File: src/rtl/wb_mem_ctrl.sv
// Write-back memory controller: queues dirty evictions in a small FIFO,
// serves cache misses either by forwarding from the FIFO or by a memory
// read, and drains queued writes to memory whenever no miss is pending.
module wb_mem_ctrl #(
  parameter int DEPTH = 4,
  parameter int AW    = 32,
  parameter int DW    = 32
) (
  input  logic          clk,
  input  logic          rst,
  input  logic          i_evict,
  input  logic [AW-1:0] i_evict_addr,
  input  logic [DW-1:0] i_evict_data,
  input  logic          i_miss,
  input  logic [AW-1:0] i_miss_addr,
  output logic [DW-1:0] o_memory_line,
  output logic          o_memory_response,
  output logic          o_wb_full,
  output logic          o_overflow,
  output logic          o_mem_req,
  output logic          o_mem_we,
  output logic [AW-1:0] o_mem_addr,
  output logic [DW-1:0] o_mem_wdata,
  input  logic          i_mem_ack,
  input  logic [DW-1:0] i_mem_rdata
);

  localparam int PW = $clog2(DEPTH);
  localparam int CW = PW + 1;

  typedef enum logic [2:0] {IDLE, FWD, FILL, DRAIN, RESP} state_t;

  state_t        state;
  state_t        state_next;

  logic [AW-1:0] fifo_addr [DEPTH];
  logic [DW-1:0] fifo_data [DEPTH];
  logic [PW-1:0] wr_ptr;
  logic [PW-1:0] rd_ptr;
  logic [CW-1:0] count;

  logic [AW-1:0] miss_addr;
  logic [DW-1:0] fwd_data;
  logic          push;
  logic          pop;
  logic          hit;
  logic [DW-1:0] hit_data;
  logic [PW-1:0] idx;

  // A full FIFO refuses evictions; a pop only happens when a drain write completes.
  assign o_wb_full = (count == CW'(DEPTH));
  assign push      = i_evict && !o_wb_full;
  assign pop       = (state == DRAIN) && i_mem_ack;

  // Search valid entries oldest to youngest so the youngest match wins; a
  // same-cycle accepted eviction is younger than anything stored.
  always_comb begin
    hit      = 1'b0;
    hit_data = '0;
    idx      = '0;
    for (int k = 0; k < DEPTH; k++) begin
      idx = rd_ptr + PW'(k);
      if (k < int'(count) && fifo_addr[idx][AW-1:2] == i_miss_addr[AW-1:2]) begin
        hit      = 1'b1;
        hit_data = fifo_data[idx];
      end
    end
    if (push && i_evict_addr[AW-1:2] == i_miss_addr[AW-1:2]) begin
      hit      = 1'b1;
      hit_data = i_evict_data;
    end
  end

  // FIFO storage needs no reset: reset empties the queue through the pointers.
  always_ff @(posedge clk) begin
    if (push) begin
      fifo_addr[wr_ptr] <= i_evict_addr;
      fifo_data[wr_ptr] <= i_evict_data;
    end
  end

  // Pointer/occupancy bookkeeping and the sticky overflow flag.
  always_ff @(posedge clk or negedge rst) begin
    if (!rst) begin
      wr_ptr     <= '0;
      rd_ptr     <= '0;
      count      <= '0;
      o_overflow <= 1'b0;
    end else begin
      if (push) wr_ptr <= wr_ptr + 1'b1;
      if (pop)  rd_ptr <= rd_ptr + 1'b1;
      case ({push, pop})
        2'b10:   count <= count + 1'b1;
        2'b01:   count <= count - 1'b1;
        default: count <= count;
      endcase
      if (i_evict && o_wb_full) o_overflow <= 1'b1;
    end
  end

  // State register plus the miss capture and fill-line registers.
  always_ff @(posedge clk or negedge rst) begin
    if (!rst) begin
      state         <= IDLE;
      miss_addr     <= '0;
      fwd_data      <= '0;
      o_memory_line <= '0;
    end else begin
      state <= state_next;
      if (state == IDLE && i_miss) begin
        miss_addr <= i_miss_addr;
        fwd_data  <= hit_data;
      end
      if (state == FWD)
        o_memory_line <= fwd_data;
      else if (state == FILL && i_mem_ack)
        o_memory_line <= i_mem_rdata;
    end
  end

  // Next-state and memory request outputs; requests hold steady until acked.
  always_comb begin
    state_next        = state;
    o_mem_req         = 1'b0;
    o_mem_we          = 1'b0;
    o_mem_addr        = '0;
    o_mem_wdata       = '0;
    o_memory_response = 1'b0;
    case (state)
      IDLE: begin
        if (i_miss)
          state_next = hit ? FWD : FILL;
        else if (count != '0)
          state_next = DRAIN;
      end
      FWD: state_next = RESP;
      FILL: begin
        o_mem_req  = 1'b1;
        o_mem_addr = miss_addr;
        if (i_mem_ack) state_next = RESP;
      end
      DRAIN: begin
        o_mem_req   = 1'b1;
        o_mem_we    = 1'b1;
        o_mem_addr  = fifo_addr[rd_ptr];
        o_mem_wdata = fifo_data[rd_ptr];
        if (i_mem_ack) state_next = IDLE;
      end
      RESP: begin
        o_memory_response = 1'b1;
        state_next        = IDLE;
      end
      default: state_next = IDLE;
    endcase
  end

endmodule

File: config.mk
export PLATFORM = sky130hd
export DESIGN_NAME = wb_mem_ctrl
export DESIGN_NICKNAME = d
export VERILOG_FILES = /design/src/rtl/wb_mem_ctrl.sv
export SDC_FILE = /design/constraint.sdc
export NUM_CORES = 1
export LEC_CHECK = 0
export CORE_AREA = 8 8 341 210
export DETAILED_ROUTE_END_ITERATION = 8
export DIE_AREA = 0 0 349 218
export DONT_BUFFER_PORTS = 1
export GPL_TIMING_DRIVEN = 0
export PLACE_DENSITY = 0.45
export REMOVE_ABC_BUFFERS = 1
export SLEW_MARGIN = 20
export SYNTH_ARGS = -nofsm -noshare
export SYNTH_HDL_FRONTEND = slang
export SYNTH_SLANG_ARGS = --single-unit
File: constraint.sdc
create_clock -name clk -period 9.75 [get_ports clk]
set_clock_uncertainty 0.1 [all_clocks]
set_input_delay 1.95 -clock clk [delete_from_list [all_inputs] [get_ports clk]]
set_output_delay 1.95 -clock clk [all_outputs]
set_load 0.02 [all_outputs]
==> results.cfg, run 1 <==
[sta]
maxSlewHeadroom_pct = 28.59
fmax_ghz = 0.1782
worst_slew_pin_slew_ns = 1.065
slew_violations = 0
setup_viol = 0
rsz0062_at_grt = no
hold_viol = 0
fin_crit_sh_pct = 57.54
period_minus_slack_ns = 5.610
fin_ws_ns = 4.140

[grt]
grt_use_total_pct = 22.01
grt_max_degree = 108
grt_pass1_vias = 17140
grt_pass1_wl_microns = 124600
antenna_found_initial = 1
overflow = 0

[placement]
gp_congestion = 0.9327
dpl.hpwl_microns = 60370
portBuffers = 0
placed_area_sq_um = 24420
post-place-ws_ns = 4.227

[drt]
ant_nets = 0
wl_per_cell_microns = 28.52
drc = 0
viasPerCell = 5.887
drt-total-wl_microns = 86440
drt_iter0_markers = 1816
first_pass_iters = 6
vias = 17840

[yosys]
avgSynthCellArea_sq_um = 10.61
yosysMostFrequentCell = edfxtp_1
synth_top_area_share_pct = 33.40
netlist_area_sq_um = 23020
yosys-top-cells-area = edfxtp_1, dfrtp_1, mux2i_1, mux4_2, a21oi_1
ys_warn_count = 0
synth-seq-area-share_pct = 45.03
synth_largest_area_cell = edfxtp_1
synth_edf_count = 256
async_flop_share_pct = 29.48
synth_flop_cell = edfxtp_1
ys_types = 68
ys_ff_latch = 363
ys_top_cells_by_count = edfxtp_1, mux2i_1, nand2_1, a21oi_1, clkbuf_1
synth_cells = 2170

[clock_network]
clk_path_buf_depth = 3
hold_buffers = 0
cts_root_buf = clkbuf_16
cts.sinks = 363
ctsResizeCount = 0
cts.reportedPaths.clkPinSlew_ns = 0.06
post-cts-setup-buffers = 0
h-tree-depth = 2
clk_latency_ns = 0.58
cts_tree = yes
cts_buffers = 42

[cells_and_area]
final_layout_size_suffix_gt1_share_pct = 12.94
finalInstanceArea_sq_um = 25720
areaGrowthSynthToFinish_pct = 11.72
final_core_util_pct = 38.42
fillers = 6493
final_nets = 2225

[run]
drv_cap = 0

[worst_setup_path]
cp.required_ns = 7.70
worstRegToRegCells = 15
crit_path_end_kind = output pin
startpoint_type = register
regToRegStartpoint = rd_ptr[0]$_DFFE_PN0P_
rrSetupSlack_ns = 4.32
crit_arrival_ns = 3.56
crit-reg2reg-capture = fwd_data[15]$_DFFE_PN0P_
path_max_fanout = 25
worstSetupPathType = reg2out

[die]
start_util_pct = 34.39
rows = 74
core_area_sq_um = 66940
die_y_microns = 218
dieWidth_microns = 349
ios = 234
dieArea_sq_um = 76080

[power_and_ir_drop]
p_leak_nw = 9.572
powerDensity_nw_per_um2 = 330.1
vdd_drop_max_v = 0.0001892

[outcome]
status = complete, no violations

[hold_path]
hp-class = reg2reg
min_path_cells = 2
hold_path_startpoint = miss_addr[12]$_DFFE_PN0P_
whs_endpoint = miss_addr[12]$_DFFE_PN0P_
## how the worst max path moves through the flow
stage                                     endpoint  cells after the start  slack (ns)             startpoint
after floorplan           fwd_data[15]$_DFFE_PN0P_                      8       -4.13  rd_ptr[1]$_DFFE_PN0P_
final                              o_mem_wdata[13]                      5        4.14   state[2]$_DFFE_PN0P_
after global placement    fwd_data[15]$_DFFE_PN0P_                      8      -13.77  rd_ptr[0]$_DFFE_PN0P_
after detailed placement  fwd_data[15]$_DFFE_PN0P_                     11        4.23        i_miss_addr[17]
after CTS                          o_mem_wdata[13]                      5        3.98   state[2]$_DFFE_PN0P_
after global routing               o_mem_wdata[13]                      5        3.85   state[2]$_DFFE_PN0P_
## critical path, cell delays in order (launching register included)
cell      delay [ns]
dfrtp_1         0.44
nand2b_2        0.46
inv_1           0.34
nand2_1         0.45
inv_2           0.78
and3_1          0.47
## placed cells by master (no fill, tap or decap), types with 9 or more instances in the layout
cell / synthesis / layout
a21oi_1: 183 / 183
nand4_1: 26 / 26
o211a_1: 18 / 18
and3_1: 25 / 25
nand3b_1: 10 / 10
nor2_1: 116 / 113
mux2_2: 57 / 57
nand3_1: 29 / 28
edfxtp_1: 256 / 256
a21o_1: 9 / 9
buf_6: 9 / 11
mux4_2: 64 / 64
mux2i_1: 246 / 246
nand2_1: 238 / 236
nor3_1: 25 / 24
o22ai_1: 10 / 10
nor4_1: 26 / 26
or3_1: 10 / 9
buf_16: 0 / 21
a31o_2: 15 / 15
clkbuf_16: 0 / 42
dfrtp_1: 107 / 104
nand2b_1: 12 / 11
xnor2_1: 88 / 88
inv_1: 64 / 63
a211o_1: 24 / 24
xor2_1: 47 / 47
clkbuf_1: 118 / 20
a211oi_1: 53 / 53
buf_12: 0 / 11
o21ai_0: 114 / 114
## cell type report
cell class / count / area, sq um / area share, %
flip-flops and latches: 363 / 10380 / 40.35
multi-input cells: 1560 / 11640 / 45.25
clock inverters: 14 / 136.4 / 0.5303
clock buffers: 64 / 1154 / 4.486
diodes: 1 / 2.502 / 0.009731
repair buffers: 52 / 1020 / 3.965
well taps: 912 / 1141 / 4.437
inverters: 65 / 249.0 / 0.9682
## where the power goes
| part | internal [mW] | switching, mW |
|---|---|---|
| clock | 0.872 | 0.678 |
| sequential | 2.12 | 0.421 |
| combinational | 1.67 | 2.73 |
## layer usage
| metal | wire length (microns) | share of wire, % | vias up | track usage, % |
|---|---|---|---|---|
| met5 | 0 | 0 | - | 0 |
| met4 | 1300 | 1.5 | 0 | 4.263 |
| met3 | 9824 | 11 | 105 | 7.269 |
| met2 | 34970 | 40 | 861 | 30.19 |
| met1 | 40350 | 47 | 8963 | 33.32 |
| li1 | - | - | 7914 | - |
## metrics by stage
stage               total power, mW  instances  hold slack [ns]  setup TNS, ns
floorplan                     5.970       1988           0.3379        -246.60
global placement              7.497       2900           0.3508        -896.60
detailed placement            6.899       2952           0.3586              0
CTS                           8.498       3030           0.3733              0
global route                  8.966       3030           0.3847              0
finish                        8.490       3031           0.3703              0
## logic make-up (layout without fill, tap and decap cells)
| logic type | Yosys count | in the layout | share of synthesized area, % |
|---|---|---|---|
| and+or+nand+nor | 555 | 555 | 11.25 |
| AOI/OAI and AO/OA | 495 | 495 | 13.68 |
| muxes | 367 | 367 | 19.75 |
| DFF | 363 | 363 | 45.03 |
| buffers and inverters | 247 | 195 | 4.729 |
| xor gates and xnor gates | 135 | 135 | 5.137 |
| adders and majority gates | 8 | 8 | 0.4349 |
| other | 0 | 1 | 0 |
## sequential cells by signal, summed over array words and instances (netlist names)
name / flops
fifo_addr: 128
fifo_data: 128
fwd_data: 32
miss_addr: 32
o_memory_line: 32
count: 3
state: 3
rd_ptr: 2
wr_ptr: 2
o_overflow: 1
No activity file was read; power rests on OpenSTA's default activity.
==> run 2, diff against run 1 <==
Clock period 9.75 ns to 5.37 ns, I/O delays scaled along.
==> run 2 against run 1 <==
Effect of this change:
- clock power up 81%
- sequential cell count did not move
- global-route usage about the same
- critical path depth up 9
- combinational power is 82% higher
- via count grew 0.22%
- wire length rose by 0.20%
- die area unchanged
- sequential share of layout area shrank 0.076 points
- first-iteration DRC count is 3.8% lower
- clock-buffer cell count unchanged
- design area grew 0.19%
- critical path type is now reg2reg
- critical endpoint is now fwd_data[11]$_DFFE_PN0P_
==> results.cfg, run 2 (same netlist as run 1, synthesis figures left out) <==
[outcome]
status = complete, no violations

[die]
core_area_sq_um = 66940
die_y_microns = 218
dieWidth_microns = 349
start_util_pct = 34.39
rows = 74
dieArea_sq_um = 76080
ios = 234

[cells_and_area]
areaGrowthSynthToFinish_pct = 11.93
final_nets = 2227
layout_commonest_cell = edfxtp_1
fillers = 6490
reg_top3 = fifo_addr: 128 flops, fifo_data: 128 flops
final_cell_mix = edfxtp_1, mux2i_1, nand2_1
finalInstanceArea_sq_um = 25760
layout.cells.non_filler = 3033
final_layout_size_suffix_gt1_share_pct = 13.25

[power_and_ir_drop]
clkPwrFrac_pct = 18.2
power_frac_comb_pct = 51.9
switchingPower_mw = 6.950
swShare_pct = 45.06
powerDensity_nw_per_um2 = 598.6
p_int_mw = 8.474
p_seq_share_pct = 29.9
vdd_drop_max_v = 0.0003446
p_leak_nw = 9.603

[worst_setup_path]
path_cells = buf_12 > buf_16 > buf_12 > mux4_2 > xnor2_1 > nand4_1 > nor4_1 > nand4b_1 > nand4_1 > buf_8 > buf_6 > a21oi_1 > o211a_1 > a211oi_1
worst_path_max_delay_cell = dfrtp_4
crit_path_max_incr_delay_ns = 0.73
rrSetupSlack_ns = 0.22
critical_path.top_delay_family = simple AND/OR/NAND/NOR gates
crit_buf_inv = 5
worstRegToRegCells = 14
path_max_fanout = 43
crit_arrival_ns = 5.53
crit-reg2reg-capture = fwd_data[11]$_DFFE_PN0P_
worstSetupPathType = reg2reg
regToRegStartpoint = rd_ptr[1]$_DFFE_PN0P_
crit_path_end_kind = register
cp.required_ns = 5.75
startpoint_type = register

[grt]
overflow = 0
grt_pass1_wl_microns = 124600
grt_max_degree = 108
antenna_found_initial = 1
grt_pass1_vias = 17130
grt_use_total_pct = 22.02

[drt]
drt-total-wl_microns = 86610
drc = 0
wl_per_cell_microns = 28.56
drt_iter0_markers = 1747
vias = 17880
first_pass_iters = 8
ant_nets = 0
viasPerCell = 5.896

[clock_network]
h-tree-depth = 2
cts.reportedPaths.clkPinSlew_ns = 0.06
clk_latency_ns = 0.58
cts_buffers = 42
cts.sinks = 363
cts_tree = yes
clk_path_buf_depth = 3
hold_buffers = 0
cts_root_buf = clkbuf_16

[sta]
slew_violations = 0
maxSlewHeadroom_pct = 29.08
worst_slew_pin_slew_ns = 1.057
hold_viol = 0
setup_viol = 0
fin_tns_setup_ns = 0
fmax_ghz = 0.1942
rsz0062_at_grt = no
period_minus_slack_ns = 5.148
hold_ws_ns = 0.09704
fin_ws_ns = 0.2218
fin_crit_sh_pct = 95.87

[placement]
post-place-ws_ns = -0.004774
portBuffers = 0
gp_congestion = 0.9327
place_inst = 2952
placed_area_sq_um = 24420
dpl.hpwl_microns = 60370

[hold_path]
hp-class = in2async

[run]
drv_cap = 0
-- run 2: power groups by stage --
| stage | combinational [mW] | sequential [mW] | clock (mW) |
|---|---|---|---|
| 2_1_floorplan | 5.25 | 4.89 | 0 |
| 3_3_place_gp | 6.24 | 5.11 | 0 |
| 3_5_place_dp | 7.85 | 4.67 | 0 |
| 4_1_cts | 7.88 | 4.62 | 2.92 |
| 5_1_grt | 8.56 | 4.72 | 3.02 |
| 6_report | 8.00 | 4.61 | 2.81 |
-- run 2: cell type report --
type / instances / area (sq um) / area share (%)
multi-input cells: 1560 / 11670 / 45.30
flip-flops and latches: 363 / 10380 / 40.27
clock buffers: 64 / 1154 / 4.477
well taps: 912 / 1141 / 4.429
repair buffers: 54 / 1035 / 4.016
inverters: 65 / 249.0 / 0.9664
clock inverters: 14 / 136.4 / 0.5293
diodes: 1 / 2.502 / 0.009713
-- run 2: metal layers --
| metal | up-vias | wire length, microns | global-route usage [%] |
|---|---|---|---|
| met1 | 9034 | 41240 | 33.35 |
| met2 | 826 | 35040 | 30.18 |
| met4 | 0 | 1332 | 4.249 |
| li1 | 7915 | - | - |
| met3 | 107 | 8999 | 7.261 |
| met5 | - | 0 | 0 |
-- run 2: worst max path at each step --
stage | end | start | cells after the start | slack, ns
finish | fwd_data[11]$_DFFE_PN0P_ | rd_ptr[1]$_DFFE_PN0P_ | 14 | 0.22
global route | fwd_data[11]$_DFFE_PN0P_ | rd_ptr[1]$_DFFE_PN0P_ | 14 | 0.006
CTS | fwd_data[23]$_DFFE_PN0P_ | rd_ptr[0]$_DFFE_PN0P_ | 15 | 0.20
detailed placement | fwd_data[15]$_DFFE_PN0P_ | rd_ptr[0]$_DFFE_PN0P_ | 15 | -0.005
global placement | fwd_data[15]$_DFFE_PN0P_ | rd_ptr[0]$_DFFE_PN0P_ | 8 | -18.15
floorplan | fwd_data[15]$_DFFE_PN0P_ | rd_ptr[1]$_DFFE_PN0P_ | 8 | -8.51
-- run 2: metrics by stage --
stage | power [mW] | utilization [%]
2_1_floorplan | 10.14 | -
5_1_grt | 16.30 | 38.48
3_3_place_gp | 11.35 | 34.83
3_5_place_dp | 12.53 | 36.48
6_report | 15.42 | 38.49
4_1_cts | 15.43 | 38.43
-- run 2: repair_timing --
item	in CTS	in global routing
gates cloned	0	0
setup buffers	2	0
pin swaps	1	0
endpoints found under the setup margin	1	7
gates resized for setup	0	5
endpoints found under the hold margin	0	0
